[config.mk]
export PLATFORM = sky130hd
export DESIGN_NAME = nios_sys_pio_irq_servicer
export DESIGN_NICKNAME = d
export VERILOG_FILES = /design/src/rtl/nios_sys_pio_irq_servicer.sv
export SDC_FILE = /design/constraint.sdc
export NUM_CORES = 1
export LEC_CHECK = 0
export BUFFER_PORTS_ARGS = -buffer_cell sky130_fd_sc_hd__clkbuf_2
export CORE_UTILIZATION = 50
export DETAILED_ROUTE_END_ITERATION = 6
export PLACE_DENSITY = 0.87
export SETUP_SLACK_MARGIN = 0.3
export SLEW_MARGIN = 10
export SYNTH_ARGS = -nofsm -noshare
export SYNTH_HDL_FRONTEND = slang
export SYNTH_SLANG_ARGS = --single-unit
[constraint.sdc]
create_clock -name clk -period 4.2 [get_ports clk]
set_input_delay 0.21 -clock clk [delete_from_list [all_inputs] [get_ports clk]]
set_output_delay 0.21 -clock clk [all_outputs]
set_load 0.02 [all_outputs]
[src/rtl/nios_sys_pio_irq_servicer.sv]
// Hardware servicer for an edge-capturing button PIO: programs the irq mask, then on each irq reads,
// clears and level-samples the PIO and emits one event word. Optional hold-off: PIO_SVC_HOLDOFF_EN.
module nios_sys_pio_irq_servicer #(
  parameter int              N_IN           = 2,
  parameter logic [N_IN-1:0] MASK_INIT      = 2'b11,
  parameter int              READ_LATENCY   = 1,
  parameter int              HOLDOFF_CYCLES = 50000
) (
  input  logic            clk,
  input  logic            reset,
  input  logic            irq,
  output logic [1:0]      avm_address,
  output logic            avm_read,
  output logic            avm_write,
  output logic [31:0]     avm_writedata,
  input  logic [31:0]     avm_readdata,
  input  logic            avm_waitrequest,
  output logic            evt_valid,
  input  logic            evt_ready,
  output logic [N_IN-1:0] evt_edges,
  output logic [N_IN-1:0] evt_level,
  output logic [15:0]     evt_count,
  output logic            busy
);

  typedef enum logic [3:0] {
    S_INIT, S_IDLE, S_RD_EDGE, S_WAIT_EDGE, S_CLR, S_RD_LVL, S_WAIT_LVL, S_EMIT
`ifdef PIO_SVC_HOLDOFF_EN
    , S_HOLD, S_HOLD_CLR
`endif
  } state_t;

  localparam logic [2:0] RL_LAST = 3'(READ_LATENCY - 1);

  state_t            state, state_d;
  logic [1:0]        addr_d;
  logic              rd_d, wr_d, valid_d, accepted;
  logic [31:0]       wdata_d;
  logic [N_IN-1:0]   edges_d, level_d;
  logic [15:0]       count_d;
  logic [2:0]        wait_cnt, wait_d;
  logic              unused_readdata;
`ifdef PIO_SVC_HOLDOFF_EN
  logic [31:0]       hold_cnt, hold_d;
`endif

  assign unused_readdata = ^avm_readdata;
  assign accepted        = (avm_read || avm_write) && !avm_waitrequest;
  assign busy            = (state != S_IDLE);

  // Bus and event outputs are registered and decoded from the next state, so a request
  // stays asserted with stable address/data for as long as the state waits on acceptance.
  always_comb begin
    state_d = state;
    addr_d  = avm_address;
    rd_d    = 1'b0;
    wr_d    = 1'b0;
    wdata_d = avm_writedata;
    valid_d = 1'b0;
    edges_d = evt_edges;
    level_d = evt_level;
    count_d = evt_count;
    wait_d  = wait_cnt;
`ifdef PIO_SVC_HOLDOFF_EN
    hold_d  = hold_cnt;
`endif
    case (state)
      S_INIT:      if (accepted) state_d = S_IDLE;
      S_IDLE:      if (irq) state_d = S_RD_EDGE;
      S_RD_EDGE: begin
        if (accepted) begin
          state_d = S_WAIT_EDGE;
          wait_d  = '0;
        end
      end
      S_WAIT_EDGE: begin
        if (wait_cnt == RL_LAST) begin
          edges_d = avm_readdata[N_IN-1:0];
          state_d = S_CLR;
        end else begin
          wait_d = wait_cnt + 3'd1;
        end
      end
      S_CLR:       if (accepted) state_d = S_RD_LVL;
      S_RD_LVL: begin
        if (accepted) begin
          state_d = S_WAIT_LVL;
          wait_d  = '0;
        end
      end
      S_WAIT_LVL: begin
        if (wait_cnt == RL_LAST) begin
          level_d = avm_readdata[N_IN-1:0];
          state_d = (evt_edges == '0) ? S_IDLE : S_EMIT;
        end else begin
          wait_d = wait_cnt + 3'd1;
        end
      end
      S_EMIT: begin
        if (evt_valid && evt_ready) begin
          count_d = evt_count + 16'd1;
`ifdef PIO_SVC_HOLDOFF_EN
          state_d = S_HOLD;
          hold_d  = '0;
`else
          state_d = S_IDLE;
`endif
        end
      end
`ifdef PIO_SVC_HOLDOFF_EN
      S_HOLD: begin
        if (hold_cnt == 32'(HOLDOFF_CYCLES - 1)) state_d = S_HOLD_CLR;
        else hold_d = hold_cnt + 32'd1;
      end
      S_HOLD_CLR:  if (accepted) state_d = S_IDLE;
`endif
      default:     state_d = S_INIT;
    endcase

    case (state_d)
      S_INIT: begin
        wr_d    = 1'b1;
        addr_d  = 2'd2;
        wdata_d = 32'(MASK_INIT);
      end
      S_RD_EDGE: begin
        rd_d   = 1'b1;
        addr_d = 2'd3;
      end
      S_CLR: begin
        wr_d    = 1'b1;
        addr_d  = 2'd3;
        wdata_d = 32'(edges_d);
      end
      S_RD_LVL: begin
        rd_d   = 1'b1;
        addr_d = 2'd0;
      end
      S_EMIT:      valid_d = 1'b1;
`ifdef PIO_SVC_HOLDOFF_EN
      // Any write clears the capture register; this discards bounce edges from the hold-off.
      S_HOLD_CLR: begin
        wr_d    = 1'b1;
        addr_d  = 2'd3;
        wdata_d = 32'({N_IN{1'b1}});
      end
`endif
      default: ;
    endcase
  end

  always_ff @(posedge clk) begin
    if (reset) begin
      state         <= S_INIT;
      avm_address   <= '0;
      avm_read      <= 1'b0;
      avm_write     <= 1'b0;
      avm_writedata <= '0;
      evt_valid     <= 1'b0;
      evt_edges     <= '0;
      evt_level     <= '0;
      evt_count     <= '0;
      wait_cnt      <= '0;
`ifdef PIO_SVC_HOLDOFF_EN
      hold_cnt      <= '0;
`endif
    end else begin
      state         <= state_d;
      avm_address   <= addr_d;
      avm_read      <= rd_d;
      avm_write     <= wr_d;
      avm_writedata <= wdata_d;
      evt_valid     <= valid_d;
      evt_edges     <= edges_d;
      evt_level     <= level_d;
      evt_count     <= count_d;
      wait_cnt      <= wait_d;
`ifdef PIO_SVC_HOLDOFF_EN
      hold_cnt      <= hold_d;
`endif
    end
  end

endmodule
; Yosys cells after proc, flatten, opt, wreduce, memory -nomap -nowiden
; Index checks and enable logic that the tools add are counted.
[totals]
wordCells = 65
regBits = 64
output_inout_bits = 58
[classes]
muxes = 20
n_eq_ne = 14
n_reduce_logical = 19
addsub = 2
[ops]
columns = op, count
row1 = $pmux W32 S2, 1
row2 = $mux W4, 8
row3 = $pmux W4 S8, 1
row4 = $eq A4 B3 Y1 const B, 7
row5 = $add A16 B1 Y16 const B, 1
row6 = $eq A4 B2 Y1 const B, 3
row7 = $reduce_or A2 Y1, 5
row8 = $mux W3, 3
row9 = $logic_not A4 Y1, 2
row10 = $pmux W2 S3, 1
row11 = $pmux W3 S2, 1
row12 = $eq A4 B1 Y1 const B, 1
row13 = $mux W2, 2
row14 = $ne A4 B1 Y1 const B, 1
row15 = $reduce_and A2 Y1, 2
row16 = $reduce_bool A2 Y1, 2
row17 = $add A3 B1 Y3 const B, 1
row18 = $logic_not A3 Y1, 1
row19 = $mux W1, 3
row20 = $reduce_and A3 Y1, 1
row21 = $reduce_bool A3 Y1, 1
row22 = $logic_and A1 B1 Y1, 2
row23 = $logic_not A2 Y1, 1
row24 = $ne A2 B1 Y1 const B, 1
row25 = other kinds (3), 3

; Logic depth before layout (Yosys ltp)
[depth]
word_depth = 7
ltp_mapped = 8
mapped_depth_nobuf = 8

; Worst setup path after synthesis
; OpenSTA, ideal clock, no wires.
[synth_path]
path_kind = flip-flop to flip-flop
from = register wait_cnt[0]
to = register avm_address[0]
synth_period_minus_slack_ns = 1.779
path_buffers = 0
required_ns = 4.141
path_stages_with_launch = 9
t_arrival_ns = 1.720
path_slack_ns = 2.421
cell_sequence = dfxtp_1 inv_1 ha_1 and2b_1 a2111oi_2 a311oi_1 and2_1 o22ai_1 a31o_1
[synth_via]
elab_chain_len = 6
word_cells_on_any_way = 11
classes_between = eq/ne: 3 / mux: 4 / reduce/logical: 4
[synth_rtl]
columns = element, line_no
row1 = start: declaration, 41  ; logic [2:0] wait_cnt, wait_d;
row2 = start signal: assignment, 177  ; wait_cnt <= wait_d;
row3 = $logic_not A3 Y1 *, "77, 92"
row4 = $mux W4 (on tied branches), "92, 77"
row5 = $pmux W4 S8 *, 67  ; case (state)
row6 = $eq A4 B3 Y1 / $eq A4 B2 Y1 (equally long branches), 120  ; case (state_d)
row7 = $reduce_or A2 Y1 (no source line), -
row8 = $pmux W2 S3 / $reduce_bool A3 Y1 (equally long branches), -
row9 = end signal: assignment, 169  ; avm_address <= addr_d;
row10 = end: declaration, 12  ; output logic [1:0] avm_address,
; Mark *: on every way between the ends. The rest lies on a longest branch, timed or not.
; A chain may end at the register's enable or synchronous reset.

; Worst setup path after layout
[layout_path]
from = register state[1]
to = register evt_count[12]
[layout_via]
elab_chain_len = 2
[layout_rtl]
columns = element, line_no
row1 = start: declaration, 35  ; state_t state, state_d;
row2 = start signal: assignment, 168  ; state <= state_d;
row3 = $eq A4 B3 Y1, 67
row4 = $reduce_and A2 Y1 (no source line), -
row5 = end signal: assignment, 176  ; evt_count <= count_d;
row6 = end: declaration, 22  ; output logic [15:0] evt_count,
; Every way passes these cells.

==> summary.md <==
| Metric | Value |
|---|---|
| Main combinational cell family by area after synthesis | `simple AND/OR/NAND/NOR gates` |
| Sequential area share after synthesis | `0.3485` |
| Core area | `3716 um^2` |
| CP delay by family, top | `simple AND/OR/NAND/NOR gates` |
| Met1 wire length | `1542 um` |
| Yosys warns | `0` |
| Max transition margin | `0.6074` |
| Worst-path clk slew | `0.08 ns` |
| Clk_skew | `0.005648 ns` |
| Peak supply drop | `0.0002860 V` |
| DRT iter0 DRCs | `40` |
| Non-Filler Instances | `304` |
| Post-layout min period | `2.160 ns` |
| Post-CTS Resized | `0` |
| DRC Markers | `0` |
| IO Pins | `95` |
| # hold bufs at CTS | `0` |
| Routed WL | `3582 um` |
| Die Y-Extent | `64.50 um` |
| Critical path cell sequence | `nor2b_2 > and4_1 > nand4_2 > or3_1 > a21oi_1` |
| Arr. time, crit path | `2.38 ns` |
| Critical path fanouts, max | `15` |
| DP Worst Slack | `2.089 ns` |
| RSZ-0062 raised after global routing | `no` |
| Row count | `22` |
| Utilization after layout | `0.5788` |
| Setup bufs post-CTS | `0` |
| CTS tree | `yes` |
| Worst Setup Path Type | `reg2reg` |
| Commonest non-fill, non-tap cells in the layout | `dfxtp_1, clkbuf_2, conb_1` |
| Final Max Tran Viols | `0` |
| GP Congestion | `0.8436` |
| Fmax | `0.4629 GHz` |
| CTS H-tree depth | `2` |
| Fin nets | `295` |
| Highest metal used | `met4` |
| Layout cells sized above 1 | `0.2188` |
| Number of flops mapped to enable cells by yosys | `0` |
| Vias in the first global route | `1363` |
| Synth Area in Simple Gates | `0.2684` |
| Max_cap viols | `0` |
| Pre-Repair DR Iteration Count | `4` |
| Wirelength per Cell | `11.78 um` |
| Tot GR Track Use | `0.1837` |
| # setup viols final | `0` |
| Synth top area share | `0.3485` |
| Initial antenna violation count | `0` |
| Placed insts | `296` |
| Setup ws final | `2.040 ns` |
| Remaining global-route overflow | `0` |
| Vias | `1527` |
| Clock tree root driver cell | `clkbuf_8` |
| Initial Util | `0.5256` |
| Ranking of synthesized cells by area | `dfxtp_1, buf_4, nor2_1, xor2_1, mux2i_1` |
| HP Class | `in2reg` |
| Syn Std Cell Area | `1953 um^2` |
| Die Wd | `64.50 um` |
| Async SR Flop Fraction | `0` |
| Total Neg Setup Slack | `0 ns` |
| Post-Synth Adder-Cell Area | `0.01922` |
| Worst Hold Slack | `0.1809 ns` |
| Final ANT Viol Nets | `0` |
| Buf+Inv Stages, Crit Path | `0` |
| Synth Flop Type | `dfxtp_1` |
| Compound-Gate Fraction of Synth Area | `0.1083` |
| Slowest CP cell | `dfxtp_1` |
| Largest net degree at the start of global routing | `33` |
| Crit. End Element | `register` |
| Met3 WL | `187 um` |
| Latest clock arrival within the worst-skew pair | `0.29 ns` |
| Pwr per Cell Area | `348.7 nW/um^2` |
| Num CTS Buffers | `5` |
| First-pass GRT wire length | `5871 um` |
| Tcrit/Tclk final | `0.5144` |
| Post-Syn Area per Cell | `8.758 um^2` |
| Multiplexer share of the synthesized area | `0.03075` |
| DP HPWL | `2572 um` |
| Largest stage delay, worst path | `0.62 ns` |
| Die area | `4160 um^2` |
| Largest buffer count on any clock path | `2` |
| CTS sink cnt | `34` |
| Outcome | `completed` |
| Layout area overhead | `10.12%` |
| Port Buffers | `34` |
| Gate Count Post-Synth | `223` |
| Fin. Hold Viols | `0` |
| Synthesized flop and latch total | `34` |
| Leakage | `0.9402 nW` |
| Slew @ Worst Pin | `0.5815 ns` |
| Synth Area in XOR/XNOR | `0.06278` |
| Met2 wire length | `1786 um` |
| CP required | `4.42 ns` |
| Synth area leader | `dfxtp_1` |
| Antenna diodes | `0` |
| Yosys cell types | `58` |
| CP Launch Type | `register` |
| Vias per cell | `5.023` |
==> per-stage QoR <==
step	power (mW)	area [um^2]
after floorplan	0.4039	2066
after global placement	0.3911	2013
after detailed placement	0.3919	2013
after CTS	0.7562	2151
after global routing	0.7750	2151
final	0.7501	2151
==> area by class of cell <==
cell class,count,area [um^2]
multi-input cells,172,1072
clock inverters,3,68.82
repair buffers,34,170.2
fillers,327,1565
clock buffers,5,68.82
inverters,8,30.03
well taps,48,60.06
flip-flops and latches,34,680.7
==> cell families (layout without fill, tap and decap cells) <==
logic type               after synthesis  count (layout)
buffers and inverters                 47              50
AND/OR/NAND/NOR                       90              90
adder cells (fa/ha/maj)                3               3
other                                  1              31
multiplexers                           6               6
flip-flops                            34              34
XOR/XNOR                              14              14
AO/OA/AOI/OAI                         28              28
==> path summary, 6_finish.rpt <==
check	slack, ns	depth (start not counted)	start	to
min reg2reg	0.49	1	avm_address[0]$_SDFFE_PP0P_	avm_address[0]$_SDFFE_PP0P_
max reg2reg	2.04	5	state[1]$_SDFF_PP0_	evt_count[12]$_SDFFE_PP0P_
max	2.04	5	state[1]$_SDFF_PP0_	evt_count[12]$_SDFFE_PP0P_
min	0.18	3	avm_readdata[1]	evt_level[1]$_SDFFE_PP0P_
==> registers in the layout (all words and copies together) (netlist names) <==
name and flops:
avm_address 2, avm_read 1, avm_write 1, avm_writedata 2, evt_count 16, evt_edges 2, evt_level 2, evt_valid 1
state 4, wait_cnt 3
==> routing by layer <==
| layer | vias to the layer above | global-route usage |
|---|---|---|
| li1 | 763 | - |
| met5 | - | 0 |
| met1 | 711 | 0.1983 |
| met3 | 8 | 0.05458 |
| met4 | 0 | 0.08889 |
| met2 | 45 | 0.3250 |
==> where the power goes <==
group / total [mW] / internal [mW] / switching (mW)
sequential: 0.331 / 0.326 / 0.00474
clock: 0.365 / 0.238 / 0.127
combinational: 0.0542 / 0.0111 / 0.0431
total: 0.750 / 0.575 / 0.175
==> worst reg2reg max path: cells and delay by family, from the launching register on <==
family	cells	cell delay, ns
and+or+nand+nor	4	1.33
DFF	1	0.62
AOI/OAI and AO/OA	1	0.14
==> cell usage after synthesis, drive strengths merged (6+ instances only) <==
cell	instances
mux2i	6
nand2	12
dfxtp	34
buf	35
xor2	8
a21oi	6
nor2	28
inv	8
nand4	6
xnor2	6
nand3	6
No activity file was read; power rests on OpenSTA's default activity.
